==> config.mk <==
export PLATFORM = sky130hd
export DESIGN_NAME = calc2_port_responder
export DESIGN_NICKNAME = d
export VERILOG_FILES = /design/src/rtl/calc2_pkg.sv /design/src/rtl/calc2_alu.sv /design/src/rtl/calc2_port_responder.sv
export SDC_FILE = /design/constraint.sdc
export NUM_CORES = 1
export LEC_CHECK = 0
export CAP_MARGIN = 15
export CORE_UTILIZATION = 30
export DETAILED_ROUTE_END_ITERATION = 8
export DONT_BUFFER_PORTS = 1
export PLACE_DENSITY = 0.54
export SETUP_SLACK_MARGIN = 0.3
export SYNTH_ARGS = -nofsm -noshare
export SYNTH_HDL_FRONTEND = slang
export SYNTH_HIERARCHICAL = 1
export SYNTH_SLANG_ARGS = --single-unit
export TNS_END_PERCENT = 100
==> constraint.sdc <==
create_clock -name c_clk -period 8 [get_ports c_clk]
set_input_delay 0.8 -clock c_clk [delete_from_list [all_inputs] [get_ports c_clk]]
set_output_delay 0.8 -clock c_clk [all_outputs]
set_load 0.01 [all_outputs]
==> src/rtl/calc2_pkg.sv <==
`default_nettype none
// calc2_pkg -- shared command/response encodings and pipeline stage type for calc2 ports (rev 1.0)
package calc2_pkg;

  localparam int CALC2_DATA_W = 32;
  localparam int CALC2_TAG_W  = 2;

  typedef enum logic [3:0] {
    CMD_NOP = 4'd0,
    CMD_ADD = 4'd1,
    CMD_SUB = 4'd2,
    CMD_SHL = 4'd5,
    CMD_SHR = 4'd6
  } cmd_e;

  typedef enum logic [1:0] {
    RESP_NONE = 2'd0,
    RESP_OK   = 2'd1,
    RESP_ERR  = 2'd2
  } resp_e;

  typedef struct packed {
    logic                    valid;
    resp_e                   resp;
    logic [CALC2_DATA_W-1:0] data;
    logic [CALC2_TAG_W-1:0]  tag;
  } pipe_stage_t;

endpackage
`default_nettype wire

==> src/rtl/calc2_alu.sv <==
`default_nettype none
// calc2_alu -- combinational add/sub/shift with error classification; errors always return data 0 (rev 1.0)
module calc2_alu
  import calc2_pkg::*;
#(
  parameter int DATA_W = CALC2_DATA_W
) (
  input  logic [3:0]        i_cmd,
  input  logic [DATA_W-1:0] i_op1,
  input  logic [DATA_W-1:0] i_op2,
  output resp_e             o_resp,
  output logic [DATA_W-1:0] o_data
);

  logic [DATA_W:0] w_sum;
  logic [4:0]      w_sh;

  always_comb begin
    w_sum  = {1'b0, i_op1} + {1'b0, i_op2};
    w_sh   = i_op2[4:0];
    o_resp = RESP_ERR;
    o_data = '0;
    case (i_cmd)
      CMD_ADD: begin
        if (!w_sum[DATA_W]) begin
          o_resp = RESP_OK;
          o_data = w_sum[DATA_W-1:0];
        end
      end
      CMD_SUB: begin
        if (i_op2 <= i_op1) begin
          o_resp = RESP_OK;
          o_data = i_op1 - i_op2;
        end
      end
      CMD_SHL: begin
        o_resp = RESP_OK;
        o_data = i_op1 << w_sh;
      end
      CMD_SHR: begin
        o_resp = RESP_OK;
        o_data = i_op1 >> w_sh;
      end
      default: ;
    endcase
  end

endmodule
`default_nettype wire

==> src/rtl/calc2_port_responder.sv <==
`default_nettype none
// calc2_port_responder -- single calc2 port: two-cycle request capture, ALU_LAT-stage in-order result pipe (rev 1.0)
// Define CALC2_TAG_CHECK_EN to reject requests whose tag is still outstanding.
module calc2_port_responder
  import calc2_pkg::*;
#(
  parameter int DATA_W  = CALC2_DATA_W,
  parameter int TAG_W   = CALC2_TAG_W,
  parameter int ALU_LAT = 3
) (
  input  logic              c_clk,
  input  logic              reset,
  input  logic [3:0]        req_cmd_in,
  input  logic [DATA_W-1:0] req_data_in,
  input  logic [TAG_W-1:0]  req_tag_in,
  output logic [1:0]        out_resp,
  output logic [DATA_W-1:0] out_data,
  output logic [TAG_W-1:0]  out_tag
);

  typedef struct packed {
    logic              valid;
    resp_e             resp;
    logic [DATA_W-1:0] data;
    logic [TAG_W-1:0]  tag;
  } stage_t;

  localparam logic [0:0] ST_IDLE = 1'b0;
  localparam logic [0:0] ST_OP2  = 1'b1;

  logic [0:0]        r_state;
  logic [0:0]        w_state_nxt;
  logic              w_accept;
  logic              w_push;
  logic              w_dup;
  logic [3:0]        r_cmd;
  logic [DATA_W-1:0] r_op1;
  logic [TAG_W-1:0]  r_tag;
  logic              r_dup;
  resp_e             w_alu_resp;
  logic [DATA_W-1:0] w_alu_data;
  stage_t            r_pipe [ALU_LAT];
  logic              w_out_valid;

  always_ff @(posedge c_clk) begin
    if (reset) r_state <= ST_IDLE;
    else       r_state <= w_state_nxt;
  end

  always_comb begin
    w_state_nxt = r_state;
    case (r_state)
      ST_IDLE: if (req_cmd_in != 4'd0) w_state_nxt = ST_OP2;
      ST_OP2:  w_state_nxt = ST_IDLE;
      default: w_state_nxt = ST_IDLE;
    endcase
  end

  always_comb begin
    w_accept = (r_state == ST_IDLE) && (req_cmd_in != 4'd0);
    w_push   = (r_state == ST_OP2);
  end

  always_ff @(posedge c_clk) begin
    if (reset) begin
      r_cmd <= '0;
      r_op1 <= '0;
      r_tag <= '0;
      r_dup <= 1'b0;
    end else if (w_accept) begin
      r_cmd <= req_cmd_in;
      r_op1 <= req_data_in;
      r_tag <= req_tag_in;
      r_dup <= w_dup;
    end
  end

  // Operand 2 is consumed straight off the bus in the OP2 cycle.
  calc2_alu #(.DATA_W(DATA_W)) u_alu (
    .i_cmd  (r_cmd),
    .i_op1  (r_op1),
    .i_op2  (req_data_in),
    .o_resp (w_alu_resp),
    .o_data (w_alu_data)
  );

  always_ff @(posedge c_clk) begin
    if (reset) begin
      for (int i = 0; i < ALU_LAT; i++) r_pipe[i] <= '0;
    end else begin
      r_pipe[0].valid <= w_push;
      r_pipe[0].resp  <= r_dup ? RESP_ERR : w_alu_resp;
      r_pipe[0].data  <= r_dup ? '0 : w_alu_data;
      r_pipe[0].tag   <= r_tag;
      for (int i = 1; i < ALU_LAT; i++) r_pipe[i] <= r_pipe[i-1];
    end
  end

  // Reset suppresses a response even in the cycle it would have been presented.
  assign w_out_valid = r_pipe[ALU_LAT-1].valid && !reset;

  always_comb begin
    out_resp = '0;
    out_data = '0;
    out_tag  = '0;
    if (w_out_valid) begin
      out_resp = r_pipe[ALU_LAT-1].resp;
      out_data = r_pipe[ALU_LAT-1].data;
      out_tag  = r_pipe[ALU_LAT-1].tag;
    end
  end

`ifdef CALC2_TAG_CHECK_EN
  logic [(1<<TAG_W)-1:0] r_busy;
  logic [(1<<TAG_W)-1:0] w_busy_nxt;
  logic [ALU_LAT-1:0]    r_owner;
  logic                  w_free;

  // Only the request that set a tag's busy bit may clear it; rejected duplicates ride along as non-owners.
  assign w_free = w_out_valid && r_owner[ALU_LAT-1];
  assign w_dup  = r_busy[req_tag_in] && !(w_free && (out_tag == req_tag_in));

  always_comb begin
    w_busy_nxt = r_busy;
    if (w_free) w_busy_nxt[out_tag] = 1'b0;
    if (w_accept && !w_dup) w_busy_nxt[req_tag_in] = 1'b1;
  end

  always_ff @(posedge c_clk) begin
    if (reset) begin
      r_busy  <= '0;
      r_owner <= '0;
    end else begin
      r_busy     <= w_busy_nxt;
      r_owner[0] <= w_push && !r_dup;
      for (int i = 1; i < ALU_LAT; i++) r_owner[i] <= r_owner[i-1];
    end
  end
`else
  assign w_dup = 1'b0;
`endif

endmodule
`default_nettype wire

==> results.md <==
* Outcome: complete, no violations
* Vias at 11200
* Per-cell routed wire length at 22.7 um
* Share of post-route cells with drive strength above 1 at 8.59%
* Die Ht at 202 um
* Max Clock Freq at approximately 0.21 GHz
* Crit path launch type: input pin
* Hold Path Stages at 1
* Final Setup Violations at 0
* TritonCTS clock tree: done
* Finished Layout Cells at between 1500 and 2000
* Peak VDD IR at 0.150 mV
* Drc violations at 0
* Avg Cell Area, Syn at 7.97 um^2
* Min Tclk post-route at 4670 ps
* CP max stage delay at 620 ps
* Crit Path Category: in -> reg
* #FFs+latches synth at 150
* Fin nets at 1538
* Post-synth EDFFs at 0
* Global Route Usage Sum at 21.8%
* Full die area at 40800 um^2
* # Post-CTS Setup Buffers at 0
* CP Data Required Time at 8340 ps
* Ys flop type: dfxtp_1
* PnR worst setup slack at 3330 ps
* Post-synthesis sequential area ratio at approximately 25%
* Placed Cells at 1930
* Instance count on the critical path at 14
* Slowest CP cell: a21o_1
* Later-pin clock latency in the skew report at 450 ps
* Initial core utilization at 30.7%
* TNS Setup at 0 ps
* Largest net degree at the start of global routing at ~180
* RR Endpoint: r_pipe[0][6]
* Htree depth at 4
* RSZ-0062 raised after global routing: false
* Buffers from clock root to sink, at most at 2
* Async set-or-reset flop fraction in the synthesized netlist at 0%
* FF-to-FF Start: r_op1[1]
* Area of the mapped netlist at 12000 um^2
* Worst-path fanout max at 53
* Arr. time, crit path at 5010 ps
* Synthesis Warnings at 6
* Relative slew slack at 27.6%
* DIE WIDTH at 202 um
* Crit end category: flip-flop
* Placement Setup Slack at 3050 ps
* Area of the multi-input gates at 8270 um^2
* Final ANT Viol Nets at 0
* Clock skew at roughly 14 ps
* # rows at 72
* # IOs at 76
* Grt total ovfl at 0
* DR vias/cell at 5.68
* Leak pwr at 5.20 nW
* Vias in the first global route at 10500
* DR pass1 iterations at 7
* CTS Buf Count at 17
* Post-Synthesis Cells at ~1500
* Final Max Tran Viols at 0
* Core Footprint at between 30000 and 40000 um^2
* Syn Nets at 1612
* Synth cell types at 70
* Hold wc startpoint: r_pipe[0][1]
* Fillers at 4173
* HP Class: reg -> reg
* Power density cells at 180 nW/um^2
* Max-capacitance violation count at 0
* Period utilisation layout at between 50% and 60%
* Cts hold-fix bufs at 0
* Placer Congestion at between 0.9 and 1
* Worst Hold End: r_pipe[0][38]
* Clock root cell: clkbuf_16
* Crit-path cells: inv_2 -> buf_4 -> ha_1 -> o21bai_4 -> a21oi_2 -> or4_4 -> a31oi_4 -> a21oi_2 -> o21ai_2 -> a21o_1 -> buf_4 -> o221ai_1 -> a221o_1 -> nor2b_1
* Largest delay share family, worst path: compound AO/OA/AOI/OAI gates
* Drt first-iter violations at between 1000 and 1500
* Hold Fails Final Rpt at 0
* Reg clk slew, reported paths at 70 ps
* FF/Latch Area at approximately 3000 um^2
* Synthesis-to-layout area growth at 7.32%
* Worst-Margin Slew at 1080 ps
* Worst path buffer plus inverter count at 3
* Drt total wl at 44600 um
* Initial antenna violation count at 4
* HPWL after DPL at 33200 um
* Reg2Reg Depth at 13
* Reg-to-reg setup timing slack at 3570 ps
* Post-CTS Resized at 0
* First-pass GRT wire length at 67400 um
* Clock Sinks at 150
* # port buffers at 0
[layout by cell type, fill, tap and decap left out, drive strengths merged, types with 65 or more instances in the layout]
cell type    n
mux2i       82
nand2b      88
nand2       72
a21oi      108
nor2b      127
inv         69
ha          65
nor2       141
o21ai      104
dfxtp      150
[through the flow]
stage	hold WS (ps)	util [%]	total power, W	area (um^2)
after CTS	410	33.0	0.00233	12900
after detailed placement	420	31.4	0.00146	12300
final	434	33.0	0.00232	12900
after global routing	407	33.0	0.00243	12900
after global placement	416	31.4	0.00146	12300
after floorplan	414	-	0.00130	12000
[synthesized netlist by cell type (15+ instances only)]
| master | count | share of area [%] |
|---|---|---|
| o21ai_0 | 98 | 4.1 |
| o211ai_1 | 19 | 1.2 |
| nand3_1 | 17 | 0.71 |
| ha_1 | 65 | 6.8 |
| inv_1 | 57 | 1.8 |
| nor2b_1 | 127 | 6.6 |
| a21o_1 | 25 | 1.6 |
| a211oi_1 | 19 | 1.2 |
| a21oi_1 | 105 | 4.4 |
| buf_2 | 17 | 0.71 |
| mux4_2 | 25 | 4.7 |
| nand2b_1 | 88 | 4.6 |
| nor2_1 | 140 | 4.4 |
| dfxtp_1 | 150 | 25 |
| nand2_1 | 72 | 2.3 |
| nor3_1 | 30 | 1.3 |
| o22ai_1 | 15 | 0.78 |
| and2_1 | 38 | 2.0 |
| a221oi_1 | 17 | 1.2 |
| mux2i_1 | 82 | 6.8 |
| clkbuf_1 | 68 | 2.1 |
[worst max path at each step]
stage	start	endpoint	slack [ps]
2_1_floorplan	req_data_in[2]	r_pipe[0][26]	3460
3_3_place_gp	req_data_in[2]	r_pipe[0][6]	3110
3_5_place_dp	req_data_in[2]	r_pipe[0][6]	3050
4_1_cts	req_data_in[2]	r_pipe[0][6]	3490
5_1_grt	req_data_in[2]	r_pipe[0][6]	3220
6_report	req_data_in[2]	r_pipe[0][6]	3330
[state kept, by name, summed over array words and instances, names as in the netlist]
signal and count:
r_pipe 111, r_state 1, r_tag 2, r_op1 32, r_cmd 4
[area by class of cell]
type                    count  share of cell area, %
diodes                      1                 0.0194
clock buffers              17                   3.31
clock inverters            15                   1.42
inverters                  65                   1.90
multi-input cells        1184                   64.2
flip-flops and latches    150                   23.3
well taps                 518                   5.04
repair buffers             13                  0.758
[report_power, final]
group / total, W / switching [W] / leakage, nW / internal (W)
logic: 0.000610 / 0.000373 / 3.67 / 0.000238
clock network: 0.000861 / 0.000386 / 0.302 / 0.000474
registers: 0.000846 / 0.0000536 / 1.23 / 0.000793
[logic make-up (layout without fill, tap and decap cells)]
family	Yosys count	after routing	synth area share (%)
AND/OR/NAND/NOR	563	563	24.8
AO/OA/AOI/OAI	437	437	24.4
buffers and inverters	171	110	6.20
flip-flops	150	150	25.0
multiplexers	117	117	12.5
adder cells (fa/ha/maj)	67	67	7.12
other	0	1	0
[worst reg2reg max path, cell delays in order (launching register included)]
cell	delay, ps
dfxtp_1	490
inv_1	180
fa_1	520
o21bai_4	170
a21oi_2	110
or4_4	460
a31oi_4	270
a21oi_2	160
o21ai_2	370
a21o_1	620
buf_4	360
o221ai_1	180
a221o_1	320
nor2b_1	130
[per-layer routing]
layer  vias to the layer above  routed length, um  GRT usage, %
li1                       5239                  -             -
met1                      5379              20800          30.9
met2                       470              19000          32.0
met3                        65               3320          4.72
met4                         0               1460          7.95
met5                         -                  0             0
(Power assumes the default switching activity.)
